$ cat src/rtl/stage5_writeback.sv
// MEM/WB writeback stage: load alignment, fault/timeout detection, register-file write port.
// Optional retired-instruction counter enabled by defining RETIRE_CNT_EN.
module stage5_writeback #(
    parameter int unsigned TIMEOUT_CYC = 16
) (
    input  logic        clk,
    input  logic        reset,
    input  logic        in_valid,
    input  logic [31:0] in_ir,
    input  logic [31:0] in_alu,
    input  logic        in_load,
    input  logic        in_reg_dest,
    input  logic [31:0] mem_rdata,
    input  logic        mem_ready,
    output logic        stall,
    output logic        rf_we,
    output logic [4:0]  rf_waddr,
    output logic [31:0] rf_wdata,
    output logic        wb_fwd_en,
    output logic [31:0] wb_fwd,
    output logic        err,
    output logic [63:0] retire_count
);

    localparam int unsigned CNT_W = $clog2(TIMEOUT_CYC + 1);
    localparam logic [0:0] IDLE = 1'b0;
    localparam logic [0:0] WAIT = 1'b1;

    logic [0:0]       state_q, state_d;
    logic [4:0]       rd_q, rd_d;
    logic [2:0]       f3_q, f3_d;
    logic [1:0]       off_q, off_d;
    logic             dest_q, dest_d;
    logic [CNT_W-1:0] cnt_q, cnt_d;
    logic [CNT_W-1:0] cnt_inc;
    logic             rf_we_q, rf_we_d;
    logic [4:0]       rf_waddr_q, rf_waddr_d;
    logic [31:0]      rf_wdata_q, rf_wdata_d;
    logic             err_q, err_d;
    logic             retire_inc;

    logic [31:0] load_data;
    logic        load_fault;
    logic [31:0] shifted;
    logic [7:0]  sel_byte;
    logic [15:0] sel_half;

    always_comb begin
        shifted  = mem_rdata >> {off_q, 3'b000};
        sel_byte = shifted[7:0];
        sel_half = off_q[1] ? mem_rdata[31:16] : mem_rdata[15:0];
        load_data  = mem_rdata;
        load_fault = 1'b0;
        case (f3_q)
            3'b000: load_data = {{24{sel_byte[7]}}, sel_byte};
            3'b100: load_data = {24'h0, sel_byte};
            3'b001: begin
                load_data  = {{16{sel_half[15]}}, sel_half};
                load_fault = off_q[0];
            end
            3'b101: begin
                load_data  = {16'h0, sel_half};
                load_fault = off_q[0];
            end
            3'b010: load_fault = (off_q != 2'b00);
            default: load_fault = 1'b1;
        endcase
    end

    always_comb begin
        state_d    = state_q;
        rd_d       = rd_q;
        f3_d       = f3_q;
        off_d      = off_q;
        dest_d     = dest_q;
        cnt_d      = cnt_q;
        cnt_inc    = cnt_q + 1'b1;
        rf_we_d    = 1'b0;
        rf_waddr_d = rf_waddr_q;
        rf_wdata_d = rf_wdata_q;
        err_d      = err_q;
        retire_inc = 1'b0;
        if (state_q == IDLE) begin
            if (in_valid) begin
                if (in_load) begin
                    rd_d    = in_ir[11:7];
                    f3_d    = in_ir[14:12];
                    off_d   = in_alu[1:0];
                    dest_d  = in_reg_dest;
                    cnt_d   = '0;
                    state_d = WAIT;
                end else begin
                    rf_we_d    = in_reg_dest & (in_ir[11:7] != 5'd0);
                    rf_waddr_d = in_ir[11:7];
                    rf_wdata_d = in_alu;
                    retire_inc = 1'b1;
                end
            end
        end else begin
            // A response on the same edge the timeout would expire takes priority.
            if (mem_ready) begin
                rf_we_d    = dest_q & (rd_q != 5'd0) & ~load_fault;
                rf_waddr_d = rd_q;
                rf_wdata_d = load_data;
                err_d      = err_q | load_fault;
                retire_inc = 1'b1;
                state_d    = IDLE;
            end else if (cnt_inc == CNT_W'(TIMEOUT_CYC)) begin
                cnt_d      = cnt_inc;
                err_d      = 1'b1;
                retire_inc = 1'b1;
                state_d    = IDLE;
            end else begin
                cnt_d = cnt_inc;
            end
        end
    end

    always_ff @(posedge clk or negedge reset) begin
        if (!reset) begin
            state_q    <= IDLE;
            rd_q       <= '0;
            f3_q       <= '0;
            off_q      <= '0;
            dest_q     <= 1'b0;
            cnt_q      <= '0;
            rf_we_q    <= 1'b0;
            rf_waddr_q <= '0;
            rf_wdata_q <= '0;
            err_q      <= 1'b0;
        end else begin
            state_q    <= state_d;
            rd_q       <= rd_d;
            f3_q       <= f3_d;
            off_q      <= off_d;
            dest_q     <= dest_d;
            cnt_q      <= cnt_d;
            rf_we_q    <= rf_we_d;
            rf_waddr_q <= rf_waddr_d;
            rf_wdata_q <= rf_wdata_d;
            err_q      <= err_d;
        end
    end

    assign stall     = (state_q == WAIT);
    assign rf_we     = rf_we_q;
    assign rf_waddr  = rf_waddr_q;
    assign rf_wdata  = rf_wdata_q;
    assign wb_fwd_en = rf_we_q;
    assign wb_fwd    = rf_wdata_q;
    assign err       = err_q;

`ifdef RETIRE_CNT_EN
    logic [63:0] retire_q, retire_d;

    always_comb begin
        retire_d = retire_q + {63'h0, retire_inc};
    end

    always_ff @(posedge clk or negedge reset) begin
        if (!reset) retire_q <= '0;
        else        retire_q <= retire_d;
    end

    assign retire_count = retire_q;
`else
    logic unused_retire;
    assign unused_retire = retire_inc;
    assign retire_count  = '0;
`endif

    logic unused_ir;
    assign unused_ir = ^{in_ir[31:15], in_ir[6:0]};

endmodule

$ cat config.mk
export PLATFORM = sky130hd
export DESIGN_NAME = stage5_writeback
export DESIGN_NICKNAME = d
export VERILOG_FILES = /design/src/rtl/stage5_writeback.sv
export SDC_FILE = /design/constraint.sdc
export NUM_CORES = 1
export LEC_CHECK = 0
export ABC_AREA = 1
export CAP_MARGIN = 40
export CORE_MARGIN = 2
export CORE_UTILIZATION = 39
export CTS_BUF_LIST = sky130_fd_sc_hd__clkbuf_4
export DETAILED_ROUTE_END_ITERATION = 10
export PLACE_DENSITY = 0.83
export SKIP_LAST_GASP = 1
export SYNTH_ARGS = -nofsm -noshare
export SYNTH_HDL_FRONTEND = slang
export SYNTH_SLANG_ARGS = --single-unit
$ cat constraint.sdc
create_clock -name clk -period 2 [get_ports clk]
set_clock_uncertainty 0.15 [all_clocks]
set_input_delay 0.4 -clock clk [delete_from_list [all_inputs] [get_ports clk]]
set_output_delay 0.4 -clock clk [all_outputs]
set_load 0.01 [all_outputs]
* Yosys cells after proc, flatten, opt, wreduce, memory -nomap -nowiden
Index checks and enable logic that the tools add are counted.
Operators by class: equality and inequality tests 8, add/subtract/negate cells 1, bitwise operators 6, shift operators 1, reduce and logical (&&, ||, !) cells 13, muxes and demuxes 26
Operators with widths (number):
- 32-bit 2-to-1 mux | 4
- 32-bit case mux with 4 select lines | 1
- 5-bit 2-to-1 mux | 8
- 32-bit by 5-bit >> shifter with 8-bit output | 1
- 16-bit 2-to-1 mux | 1
- 1-bit 2-to-1 mux | 11
- 5-bit nonzero test | 2
- 3-bit AND reduction | 3
- 2-bit nonzero test | 4
- 3-bit == test (second input constant) | 2
- 5-bit by 1-bit adder with 5-bit output (second input constant) | 1
- 5-bit == test (second input constant) | 1
- 2-bit != test (second input constant) | 2
- 2-bit OR reduction | 2
- 1-bit AND | 3
- 3-bit by 1-bit == test with 1-bit output (second input constant) | 1
- 3-bit by 2-bit == test with 1-bit output (second input constant) | 1
- 3-bit zero test | 1
- 1-bit case mux with 3 select lines | 1
- 2-bit by 1-bit != test with 1-bit output (second input constant) | 1
- 1-bit inverter | 2
- 2-bit AND reduction | 1
- 1-bit OR | 1
Storage, ports and cells: output and inout port bits 137, input port bits 102, logic and storage cells 65, flip-flop bits (word level) 56

* Longest topological paths before layout
word-level depth 7, gate-level depth with buffers 10, mapped depth without buffers 8

* Worst setup path after synthesis
No wires, ideal clock.
path type reg-to-reg, start point reg state_q (netlist: stall), end point reg rf_wdata_q[22] (netlist: rf_wdata[22]), setup slack 0.481 ns, buffers on the path 3, data required time 1.784 ns, clock period less this slack 1.519 ns, stages on the path, launching flop included 9, data arrival time 1.303 ns, path through dfrtp_1 -> buf_2 -> inv_2 -> o21ai_0 -> nand2_1 -> buf_4 -> clkbuf_1 -> nand2_1 -> nand2_1
On the way: cells in the longest elaborated chain, start to end 2
RTL lines:
- from (decl) | line 29 | logic [0:0] state_q, state_d;
- from (signal assigned) | line 132 | state_q <= state_d;
- 2-bit != test (no line) (tied with other cells)
- 3-bit AND reduction (no line)
- to (signal assigned) | line 140 | rf_wdata_q <= rf_wdata_d;
- to (decl) | line 38 | logic [31:0] rf_wdata_q, rf_wdata_d;
Parallel ways exist; a longest one is shown, timed or not. A chain may end at the register's enable or synchronous reset.

* Worst setup path after layout
start point reg rf_wdata_q[7] (netlist: rf_wdata[7]), end point out rf_wdata[7]
RTL lines:
- to (decl) | line 18 | output logic [31:0] rf_wdata,
No word-level cell between the ends.

==> impl_metrics.json <==
{
  "syn_avg_cell_area_um2": 6.88,
  "stdcell_area_um2": 5290,
  "diode_count": 0,
  "final_util_pct": 53.7,
  "final_wtd_congestion": 0.917,
  "worst-endpoint-arrival_ps": 1360,
  "max_clock_freq_mhz": 524,
  "antenna_found_initial": 0,
  "min_clock_period_post_route_ps": 1910,
  "ys_seq_area_share_pct": 35.1,
  "layout.filler_cells": 957,
  "critical_path.startpoint_type": "register",
  "period_share_pct": 95.5,
  "cts_tree": "built",
  "dp_cell_count": 821,
  "final_net_count": 800,
  "total_leakage_power_nw": 2.52,
  "outcome": "completed",
  "post-route-drc-count": 0,
  "mappedNetlistArea_um2": 4000,
  "setup_total_negative_slack_ps": 0,
  "use_met3_pct": 3.59,
  "pin_count_of_the_biggest_net_entering_global_routing": 47,
  "dpl-instance-area_um2": 5230,
  "grt_setup_unrepaired": "no",
  "core.rowCount": 36,
  "cts.htree.levels": 2,
  "critical_path.n_buffers_inverters": 1,
  "place.detailed.hpwl_um": 8740,
  "post_drt_wl_per_cell_um": 13.3,
  "worstSetupEndpointType": "primary output",
  "synth.lib_cells_used.distinct": 25,
  "max-vdd-ir-drop_v": 0.000363,
  "numCtsBuffers": 5,
  "drv.max_cap_violation_count": 0,
  "cts.root.buffer_cell": "sky130_fd_sc_hd__clkbuf_4",
  "syn_inst": 581,
  "layout_commonest_cell": "sky130_fd_sc_hd__clkdlybuf4s50_1",
  "core_region_area_um2": 9860,
  "worst_path_largest_cell_delay_ps": 560,
  "grt_util_met1_pct": 24.1,
  "clock_sinks": 56,
  "r2r_slack_ps": 270,
  "critPathTopFamily": "buffers and inverters",
  "port_buffer_cells": 150,
  "report.final.slew_viol_count": 0,
  "die_width_um": 105,
  "grt_overflow_total": 0,
  "drt_pre_antenna_iters": 4,
  "routed_wirelength_um": 11100,
  "number_of_global_route_vias_before_repair": 3544,
  "worst_slack_setup_final_ps": 90.9,
  "cp_cell_sequence": "clkdlybuf4s50_1",
  "cts_max_path_buffers": 2,
  "ys_warnings": 0,
  "grt_first_pass_wirelength_um": 17400,
  "viasPerCell": 4.61,
  "drt_first_iter_violations": 150,
  "num_io_pins": 239,
  "dpl_worst_slack_ps": 12.5,
  "ys_seq_elements": 56,
  "die_area_um2": 11100,
  "antenna_left": 0,
  "setup_viol_count_final": 0,
  "post_layout_nonfiller_instances": 830,
  "route.vias.total": 3827,
  "top_library_cells_by_usage_in_the_layout_fill_and_taps_aside": "sky130_fd_sc_hd__clkdlybuf4s50_1, sky130_fd_sc_hd__nand2_1, sky130_fd_sc_hd__nor2_1",
  "finalHoldViolations": 0,
  "clock_pin_slew_on_the_worst_setup_and_hold_paths_ps": 160,
  "powerDensity_nw_per_um2": 837,
  "syn2layout_area_growth_pct": 32.5,
  "layout-drive-gt1-share_pct": 5.16,
  "timing.hold.worst.class": "input pin to async pin",
  "path_max_fanout": 3,
  "grt_util_met2_pct": 34.4,
  "die_span_y_um": 105,
  "groute.usage.overall_pct": 19.5,
  "start_util_pct": 40.5,
  "setup.worst_path.class": "register to primary output",
  "required_ps": 1450,
  "clk-insertion-delay-late_ps": 380,
  "gr-max-usage-layer": "met2",
  "library_cell_contributing_the_largest_single_delay_on_the_critical_path": "sky130_fd_sc_hd__clkdlybuf4s50_1"
}
==> metrics by stage <==
stage                     hold WS [ps]  power, mW
final                              327       4.43
after global routing               369       4.75
after CTS                          313       4.48
after detailed placement           238       3.97
after global placement             222       3.90
after floorplan                  -45.6       3.04
==> cell type report <==
cell class                      count  area (µm²)  share of cell area [%]
Sequential cell                    56        1400                    26.5
Timing Repair Buffer              170        1710                    32.3
Clock inverter                      2        12.5                   0.236
Tap cell                          133         166                    3.14
Inverter                           29         109                    2.06
Clock buffer                        5        37.5                   0.709
Multi-Input combinational cell    435        1850                    35.0
==> metal layers <==
metal | vias to the layer above | wire [µm]
li1 | 1912 | -
met1 | 1745 | 4510
met2 | 157 | 5640
met3 | 13 | 735
met4 | 0 | 165
met5 | - | 0
==> kinds of logic after synthesis <==
kind of cell,share of synthesized area (%)
simple gates,27.5
buf+inv,24.5
compound gates,12.1
flops,35.1
xor+xnor,0.438
fa+ha+maj,0.313
other cells,0.0938
==> report_power, final <==
group	internal, mW	switching [mW]
clock network	0.129	0.354
registers	1.41	0.242
logic	1.18	1.12
total	2.72	1.71
==> state kept, by name, summed over array words and instances (netlist names) <==
signal,flops
rf_wdata,32
cnt_q,5
rd_q,5
rf_waddr,5
f3_q,3
off_q,2
dest_q,1
err,1
rf_we,1
stall,1
==> timing repair <==
| item | 4_1_cts | 5_1_grt |
|---|---|---|
| hold endpoints to repair | 17 | 0 |
| endpoints found under the setup margin | 1 | 0 |
| gates resized for setup | 1 | 0 |
| setup buffers | 1 | 0 |
| hold buffers | 1 | 0 |
==> cell usage after synthesis <==
master | instances | share of area [%]
sky130_fd_sc_hd__xor2_1 | 2 | 0.44
sky130_fd_sc_hd__nor2_1 | 88 | 8.3
sky130_fd_sc_hd__nand3_2 | 1 | 0.25
sky130_fd_sc_hd__a21oi_1 | 61 | 7.6
sky130_fd_sc_hd__o21ai_0 | 25 | 3.1
sky130_fd_sc_hd__clkbuf_1 | 10 | 0.94
sky130_fd_sc_hd__buf_2 | 13 | 1.6
sky130_fd_sc_hd__inv_1 | 24 | 2.3
sky130_fd_sc_hd__nand2_2 | 3 | 0.47
sky130_fd_sc_hd__a31oi_1 | 5 | 0.78
sky130_fd_sc_hd__o31ai_1 | 2 | 0.38
sky130_fd_sc_hd__nand3b_1 | 3 | 0.56
sky130_fd_sc_hd__buf_6 | 2 | 0.56
sky130_fd_sc_hd__o211ai_1 | 1 | 0.19
sky130_fd_sc_hd__nand4_1 | 1 | 0.16
sky130_fd_sc_hd__nand3_1 | 32 | 4.0
sky130_fd_sc_hd__clkinv_1 | 1 | 0.094
sky130_fd_sc_hd__buf_4 | 99 | 19
sky130_fd_sc_hd__inv_2 | 4 | 0.38
sky130_fd_sc_hd__conb_1 | 1 | 0.094
sky130_fd_sc_hd__nor3_1 | 1 | 0.13
sky130_fd_sc_hd__dfrtp_1 | 56 | 35
sky130_fd_sc_hd__nand2_1 | 144 | 14
sky130_fd_sc_hd__ha_1 | 1 | 0.31
sky130_fd_sc_hd__nor4_1 | 1 | 0.16
==> worst paths after layout <==
kind	to	start	depth (start not counted)
setup / recovery	rf_wdata[7]	rf_wdata[7]$_DFFE_PN0P_	1
hold / removal	rf_wdata[7]$_DFFE_PN0P_	reset	2
setup reg to reg	rf_wdata[3]$_DFFE_PN0P_	f3_q[0]$_DFFE_PN0P_	7
hold reg to reg	err$_DFFE_PN0P_	err$_DFFE_PN0P_	2
max in group asynchronous	stall$_DFF_PN0_	reset	3
min in group clk	err$_DFFE_PN0P_	err$_DFFE_PN0P_	2
Note: power is estimated with default switching activity, not from simulation.
